## src/rtl/dct_pkg.sv

```systemverilog
// Shared constants and operand types for the row-DCT front stage.
package dct_pkg;
   localparam int PIX_W       = 8;
   localparam int DA_W        = 12;
   localparam int LEVEL_SHIFT = 128;
   localparam int ROW_LEN     = 8;

   typedef logic signed [DA_W-1:0] da_t;

   typedef enum logic [1:0] {
      ST_IDLE,
      ST_ISSUE,
      ST_GAP
   } issue_state_e;
endpackage

```

## src/rtl/dct_row_bank.sv

```systemverilog
// One row of level-shifted samples with a full flag; set_full wins over clr,
// though the issue logic never targets the bank being written.
module dct_row_bank
   import dct_pkg::*;
#(
   parameter int DW = 9
) (
   input  logic                             clk_i,
   input  logic                             rst_i,
   input  logic                             wr_en_i,
   input  logic [$clog2(ROW_LEN)-1:0]       wr_addr_i,
   input  logic [DW-1:0]                    wr_data_i,
   input  logic                             set_full_i,
   input  logic                             clr_i,
   output logic                             full_o,
   output logic [ROW_LEN-1:0][DW-1:0]       data_o
);

   logic [ROW_LEN-1:0][DW-1:0] data_q;
   logic                       full_q, full_d;

   always_comb begin
      full_d = full_q;
      if (set_full_i)
         full_d = 1'b1;
      else if (clr_i)
         full_d = 1'b0;
   end

   always_ff @(posedge clk_i or posedge rst_i) begin
      if (rst_i) begin
         data_q <= '0;
         full_q <= 1'b0;
      end else begin
         if (wr_en_i)
            data_q[wr_addr_i] <= wr_data_i;
         full_q <= full_d;
      end
   end

   assign full_o = full_q;
   assign data_o = data_q;
endmodule

```

## src/rtl/dct_row_butterfly.sv

```systemverilog
// Row-DCT front stage: level shift, two-row ping-pong capture, butterfly fold
// and paced issue of X/Y operands to the DA coefficient units.
//
//   state    | meaning
//   ST_IDLE  | waiting for the read bank to fill
//   ST_ISSUE | DA_start high, X/Y just loaded from the read bank
//   ST_GAP   | holding off until ISSUE_GAP cycles have elapsed
module dct_row_butterfly
   import dct_pkg::*;
#(
   parameter int ISSUE_GAP = 6,
   parameter int PIX_W     = 8
) (
   input  logic              sys_clk,
   input  logic              sys_rst,
   input  logic [PIX_W-1:0]  pix_in,
   input  logic              pix_valid,
   output logic              pix_ready,
   output da_t               X0,
   output da_t               X1,
   output da_t               X2,
   output da_t               X3,
   output da_t               Y0,
   output da_t               Y1,
   output da_t               Y2,
   output da_t               Y3,
   output logic              DA_start,
   output logic [2:0]        row_idx
);

   localparam int SW = PIX_W + 1;
   localparam int AW = $clog2(ROW_LEN);
   localparam int GW = $clog2(ISSUE_GAP + 1);

   logic                                  wr_bank_q, wr_bank_d;
   logic [AW-1:0]                         wr_ptr_q, wr_ptr_d;
   logic                                  rd_bank_q, rd_bank_d;
   issue_state_e                          state_q, state_d;
   logic [GW-1:0]                         gap_q, gap_d;
   logic [2:0]                            row_idx_q, row_idx_d;
   logic [3:0][DA_W-1:0]                  x_q, x_d, y_q, y_d;
   logic [3:0][DA_W-1:0]                  x_bf, y_bf;

   logic [1:0]                            bank_full;
   logic [1:0][ROW_LEN-1:0][SW-1:0]       bank_data;
   logic [ROW_LEN-1:0][SW-1:0]            rd_data;
   logic [SW-1:0]                         pix_shift;
   logic                                  accept, row_done, rd_full, issue_go;

   assign pix_ready = ~(bank_full[0] & bank_full[1]);
   assign accept    = pix_valid & pix_ready;
   assign row_done  = accept && (wr_ptr_q == AW'(ROW_LEN - 1));
   assign pix_shift = {1'b0, pix_in} - SW'(LEVEL_SHIFT);
   assign rd_full   = bank_full[rd_bank_q];
   assign rd_data   = bank_data[rd_bank_q];

   for (genvar b = 0; b < 2; b++) begin : g_bank
      dct_row_bank #(.DW(SW)) u_bank (
         .clk_i      (sys_clk),
         .rst_i      (sys_rst),
         .wr_en_i    (accept && (wr_bank_q == 1'(b))),
         .wr_addr_i  (wr_ptr_q),
         .wr_data_i  (pix_shift),
         .set_full_i (row_done && (wr_bank_q == 1'(b))),
         .clr_i      (issue_go && (rd_bank_q == 1'(b))),
         .full_o     (bank_full[b]),
         .data_o     (bank_data[b])
      );
   end

   // Sum/difference of two 9-bit samples needs 10 bits; sign-extend to DA_W.
   for (genvar k = 0; k < 4; k++) begin : g_bfly
      logic [SW-1:0] s_lo, s_hi;
      logic [SW:0]   sum_w, dif_w;
      assign s_lo     = rd_data[k];
      assign s_hi     = rd_data[ROW_LEN-1-k];
      assign sum_w    = {s_lo[SW-1], s_lo} + {s_hi[SW-1], s_hi};
      assign dif_w    = {s_lo[SW-1], s_lo} - {s_hi[SW-1], s_hi};
      assign x_bf[k]  = {{(DA_W-SW-1){sum_w[SW]}}, sum_w};
      assign y_bf[k]  = {{(DA_W-SW-1){dif_w[SW]}}, dif_w};
   end

   always_comb begin
      wr_ptr_d  = wr_ptr_q;
      wr_bank_d = wr_bank_q;
      if (accept)
         wr_ptr_d = wr_ptr_q + AW'(1);
      if (row_done)
         wr_bank_d = ~wr_bank_q;
   end

   // A backlogged row issues on the edge the gap expires, so pulses
   // under backlog are exactly ISSUE_GAP cycles apart.
   always_comb begin
      state_d   = state_q;
      gap_d     = gap_q;
      rd_bank_d = rd_bank_q;
      row_idx_d = row_idx_q;
      x_d       = x_q;
      y_d       = y_q;
      issue_go  = 1'b0;
      case (state_q)
         ST_IDLE: issue_go = rd_full;
         ST_ISSUE, ST_GAP: begin
            if (gap_q == '0) begin
               issue_go = rd_full;
               state_d  = ST_IDLE;
            end else begin
               gap_d   = gap_q - GW'(1);
               state_d = ST_GAP;
            end
         end
         default: state_d = ST_IDLE;
      endcase
      if (issue_go) begin
         state_d   = ST_ISSUE;
         gap_d     = GW'(ISSUE_GAP - 1);
         rd_bank_d = ~rd_bank_q;
         row_idx_d = row_idx_q + 3'd1;
         x_d       = x_bf;
         y_d       = y_bf;
      end
   end

   always_ff @(posedge sys_clk or posedge sys_rst) begin
      if (sys_rst) begin
         wr_bank_q <= 1'b0;
         wr_ptr_q  <= '0;
         rd_bank_q <= 1'b0;
         state_q   <= ST_IDLE;
         gap_q     <= '0;
         row_idx_q <= 3'd7;
         x_q       <= '0;
         y_q       <= '0;
      end else begin
         wr_bank_q <= wr_bank_d;
         wr_ptr_q  <= wr_ptr_d;
         rd_bank_q <= rd_bank_d;
         state_q   <= state_d;
         gap_q     <= gap_d;
         row_idx_q <= row_idx_d;
         x_q       <= x_d;
         y_q       <= y_d;
      end
   end

   assign DA_start = (state_q == ST_ISSUE);
   assign row_idx  = row_idx_q;
   assign X0 = x_q[0];
   assign X1 = x_q[1];
   assign X2 = x_q[2];
   assign X3 = x_q[3];
   assign Y0 = y_q[0];
   assign Y1 = y_q[1];
   assign Y2 = y_q[2];
   assign Y3 = y_q[3];
endmodule

```

## config.mk

```make
export PLATFORM = sky130hd
export DESIGN_NAME = dct_row_butterfly
export DESIGN_NICKNAME = d
export VERILOG_FILES = /design/src/rtl/dct_pkg.sv /design/src/rtl/dct_row_bank.sv /design/src/rtl/dct_row_butterfly.sv
export SDC_FILE = /design/constraint.sdc
export NUM_CORES = 1
export LEC_CHECK = 0
export BUFFER_PORTS_ARGS = -buffer_cell sky130_fd_sc_hd__buf_2
export CORE_MARGIN = 2
export CORE_UTILIZATION = 60
export DETAILED_ROUTE_END_ITERATION = 8
export GPL_ROUTABILITY_DRIVEN = 0
export PLACE_DENSITY = 0.83
export SLEW_MARGIN = 5
export SYNTH_ARGS = -nofsm -noshare
export SYNTH_HDL_FRONTEND = slang
export SYNTH_SLANG_ARGS = --single-unit
```

## constraint.sdc

```tcl
create_clock -name sys_clk -period 10.2 [get_ports sys_clk]
set_clock_uncertainty 0.2 [all_clocks]
set_input_delay 2.04 -clock sys_clk [delete_from_list [all_inputs] [get_ports sys_clk]]
set_output_delay 2.04 -clock sys_clk [all_outputs]
set_load 0.1 [all_outputs]
```

======== Word-level counts from Yosys, hierarchy flattened ========
Index checks and enable logic that the tools add are counted.
cells by class
  bitwise operators ....................... 5
  muxes and demuxes ....................... 20
  shift-type cells ........................ 0
  reductions and logical operators ........ 15
  divide/modulo/power cells ............... 0
  multiply operators ...................... 0
  $lt $le $gt $ge ......................... 3
  add/sub/neg operators ................... 12
  eq/ne operators ......................... 5
operators with widths
  operator               count
  $bwmux W72             2
  $mux W72               2
  $add A9 B9 Y10         4
  $sub A9 B9 Y10         4
  $demux W9 S3           1
  $mux W3                3
  $mux W9                1
  $sub A8 B8 Y9 const B  1
  $logic_and A1 B1 Y1    8
  $mux W1                7
  $add A3 B1 Y3 const B  2
  $reduce_bool A2 Y1     3
  $lt A3 B4 Y1 const B   1
  $mux W2                2
  $ne A2 B2 Y1 const B   2
  $pmux W2 S2            1
  $eq A3 B3 Y1 const B   1
  $ge A3 B1 Y1 const B   1
  $logic_not A3 Y1       1
  $not A1 Y1             3
  $sub A3 B1 Y3 const B  1
  $and A1 B1 Y1          2
  $eq A2 B1 Y1 const B   1
  $eq A2 B2 Y1 const B   1
  other kinds (5)        5
storage, ports and cells
  register bits ........................... 239
  output and inout port bits .............. 101
  memory bits (read-only) ................. 0
  word-level logic and storage cells ...... 92
  RAM bits ................................ 0
  bits in latches ......................... 0
  memories kept ........................... 0

======== Depth between registers and ports, before layout ========
  depth in word-level cells ............... 7
  gate-level depth with buffers ........... 13
  depth with buffers taken out ............ 10

======== Modules after synthesis ========
From an unflattened synthesis, not the netlist that was laid out.
unflattened totals
  cell total of the unflattened synthesis .. 1193
  area total of the unflattened synthesis .. 13251.5 µm²
by module, submodules not included
  module             times used  area each (µm²)  cells each  seq. area each (µm²)
  dct_row_butterfly  1           7686.1           867         2230.9
  dct_row_bank       2           2782.7           163         1826.8

======== Worst setup path before layout ========
OpenSTA, ideal clock, no wires.
  path type ............................... input to register
  start point ............................. input pix_valid
  end point ............................... register g_bank[0].u_bank.data_q (netlist bit g_bank[0].u_bank.data_o[18])
  buffers on the path ..................... 1
  slack ................................... 6.601 ns
  data required time ...................... 9.875 ns
  setup time .............................. 0.125 ns
  data arrival time ....................... 3.274 ns
  stages .................................. 5
  cells stage by stage .................... a21boi_4 -> nor2b_1 -> and3_1 -> buf_4 -> mux2_2
on the way
  cells in the longest elaborated chain, start to end .. 2
ends and longest elaborated chain
  what                            line                     text
  start: declaration              dct_row_butterfly.sv:17  input logic pix_valid,
  $and A1 B1 Y1                   dct_row_butterfly.sv:51  assign accept = pix_valid & pix_ready;
  $logic_and A1 B1 Y1             dct_row_butterfly.sv:61  .wr_en_i (accept && (wr_bank_q == 1'(b))),
  end signal: indexed assignment  dct_row_bank.sv:36       data_q[wr_addr_i] <= wr_data_i;
  end: declaration                dct_row_bank.sv:19       logic [ROW_LEN-1:0][DW-1:0] data_q;
No other way between the ends.
A chain may end at the register's enable or synchronous reset.

======== Worst setup path after layout ========
  start point ............................. register rd_bank_q
  end point ............................... register x_q (netlist bit X1[7])
on the way
  cells in the longest elaborated chain, start to end .. 4
ends and longest elaborated chain
  what                                                    line                      text
  start: declaration                                      dct_row_butterfly.sv:37   logic rd_bank_q, rd_bank_d;
  start signal: assignment                                dct_row_butterfly.sv:138  rd_bank_q <= rd_bank_d;
  branches (longest 4 deep; another with $add A9 B9 Y10)  --
  end signal: assignment                                  dct_row_butterfly.sv:133  x_q <= '0;
  end signal: assignment                                  dct_row_butterfly.sv:142  x_q <= x_d;
  end: declaration                                        dct_row_butterfly.sv:41   logic [3:0][DA_W-1:0] x_q, x_d, y_q, y_d;
Several ways; the timed one is not identified. The select of a mux whose other input is x is not followed.

==> out/summary.txt <==
Yosys reg bits: 219
# Max-Cap Violations: 0
Die Width: 144 um
Area leader, netlist: dfrtp_1
CTS tree: built
Mapped Area: 0.0118 mm2
Initial antenna violation count: 0
Average size of a mapped cell: 11.0 um2
Vias: 7920
Synth area leaders: dfrtp_1 46%, mux2_2 14%, ha_1 7.6%, nand2_1 3.6%, xnor2_1 3.4%
Clock sink total: 219
Dominant register cell in the synthesized netlist: dfrtp_1
DR vias/cell: 5.59
Worst-skew pair later-pin latency: 520 ps
Core Util, Final: 0.678
Input/output buffers: 111
Arrival @ worst endpoint: 4180 ps
Hold buffer count at cts: 0
First-pass GRT wire length: 41.4 mm
Crit share post-route: 0.393
Clock Tree Root: clkbuf_16
Min cycle time layout: 4010 ps
Dpl ws: 6220 ps
Die Area: 0.0208 mm2
Maximum clock path buffer count: 3
Largest net degree at the start of global routing: 122
Final Setup Violations: 0
Top-count cell post-synth: dfrtp_1
Overall routing resource usage: 0.252
Asr flop ratio synth: 1.00
Worst-Margin Slew: 1120 ps
TNS Setup: 0 ps
Top cells by count, synth: 216 x dfrtp_1, 144 x mux2_2, 112 x nand2_1
RSZ-0062 raised after global routing: false
Setup ws final: 6190 ps
Synthesized Nets: 1162
Reg clk slew, reported paths: 60 ps
Row count: 51
Layout cell share with drive strength beyond 1: 0.277
EDFF count, synth: 0
Fmax: 249 MHz
Post-synth top area share: 0.459
Grt total ovfl: 0
Ant diodes: 0
CP Capture Type: register
PostCTS Resize Cnt: 0
Post-synthesis cell type count: 50
Routed Antenna Nets: 0
Synth warnings: 0
Count of pins over their slew limit: 0
I/O pins: 112
Die H: 144 um
Post-CTS Setup Inserts: 0
First DRT Iteration DRCs: 483
CTS buffer count: 23
Starting density of the core: 0.609
Setup CP Type: reg2reg
Hpwl dp: 17.4 mm
Post-Syn Instances: 1071
Vias in the first global route: 7813
Core footprint: 0.0193 mm2
Hold WC Path Type: reg2reg
DR WL/cell: 17.9 um
Final hold vios: 0
Routed WL: 25.3 mm
CP max FO: 37
Run status: complete, no violations
Final Net Count: 1226
Layout area overhead: 11.2%
CP Launch Type: register
Clock H-tree levels: 1
Drt pass-1 iters: 4
Max-slew headroom: 0.252
Sequential-to-total area share from yosys stat: 0.465
Req. time, crit path: 10370 ps
DRC: 0
## path summary, 6_finish.rpt
kind	from	end	slack (ps)	cells past startpoint
setup / recovery	rd_bank_q	X1[7]	6190	8
hold / removal	Y2[1]	Y2[1]	270	2
setup reg to reg	rd_bank_q	X1[7]	6190	8
hold reg to reg	Y2[1]	Y2[1]	270	2
max in group asynchronous	sys_rst	X0[1]	7120	3
min in group asynchronous	sys_rst	g_bank[1].u_bank.data_o[36]	1450	2
## metal layers
layer | GRT usage | vias to the layer above | share of wire
li1 | - | 3788 | -
met3 | 0.0424 | 36 | 0.059
met1 | 0.380 | 3880 | 0.48
met4 | 0.0717 | 0 | 0.020
met5 | 0 | - | 0
met2 | 0.375 | 216 | 0.44
## stage by stage
stage          hold slack, ps  cell area, um2  instances
5_1_grt                   294           13100       1417
3_3_place_gp              255           12300       1375
3_5_place_dp              258           12300       1375
4_1_cts                   273           13100       1417
6_report                  269           13100       1417
2_1_floorplan             244           11800       1071
## flip-flops by register name, indices dropped and copies added, names as in the netlist, 3 cells and up
name                  flops
X1                       10
Y2                        9
X2                       10
wr_ptr_q                  3
g_bank.u_bank.data_o    128
X0                       10
X3                       10
Y3                        9
Y1                        9
gap_q                     3
row_idx                   3
Y0                        9
## area by class of cell
type,count,area [um2]
clock buffer,30,602
clock inverter,12,178
fill,1374,6230
inverter,66,255
multi-input combinational,710,5660
sequential,219,5490
tap,265,332
timing repair buffer,115,586
## critical path: stages, from the launching register on
cell and delay, ps:
dfrtp_2 920, buf_4 630, mux2_2 430, ha_1 480
nor2_1 90, a221oi_1 580, o211a_1 300, xnor2_1 130
o21ai_1 70
## logic make-up after synthesis
family / synth area share
buffers and inverters: 0.0548
multiplexers: 0.167
XOR/XNOR: 0.0387
AO/OA/AOI/OAI: 0.0946
adder cells (fa/ha/maj): 0.0901
AND/OR/NAND/NOR: 0.0890
flip-flops: 0.465
## cells in the final DEF (no fill, tap or decap), drive strengths merged, types with 7 or more instances in the layout
master / Yosys / layout
a21o: 10 / 10
a21oi: 35 / 35
a31oi: 19 / 19
buf: 40 / 115
clkbuf: 36 / 30
dfrtp: 216 / 216
fa: 8 / 8
ha: 72 / 72
inv: 64 / 65
mux2: 144 / 144
mux2i: 35 / 35
nand2: 112 / 112
nand2b: 8 / 8
nand3: 7 / 7
nand3b: 8 / 8
nor2: 44 / 44
nor2b: 8 / 8
nor3: 10 / 10
o21ai: 80 / 80
xnor2: 46 / 46
Power is not shown: default switching activity piles up to over one toggle a cycle in this logic, so the estimate is an artifact.
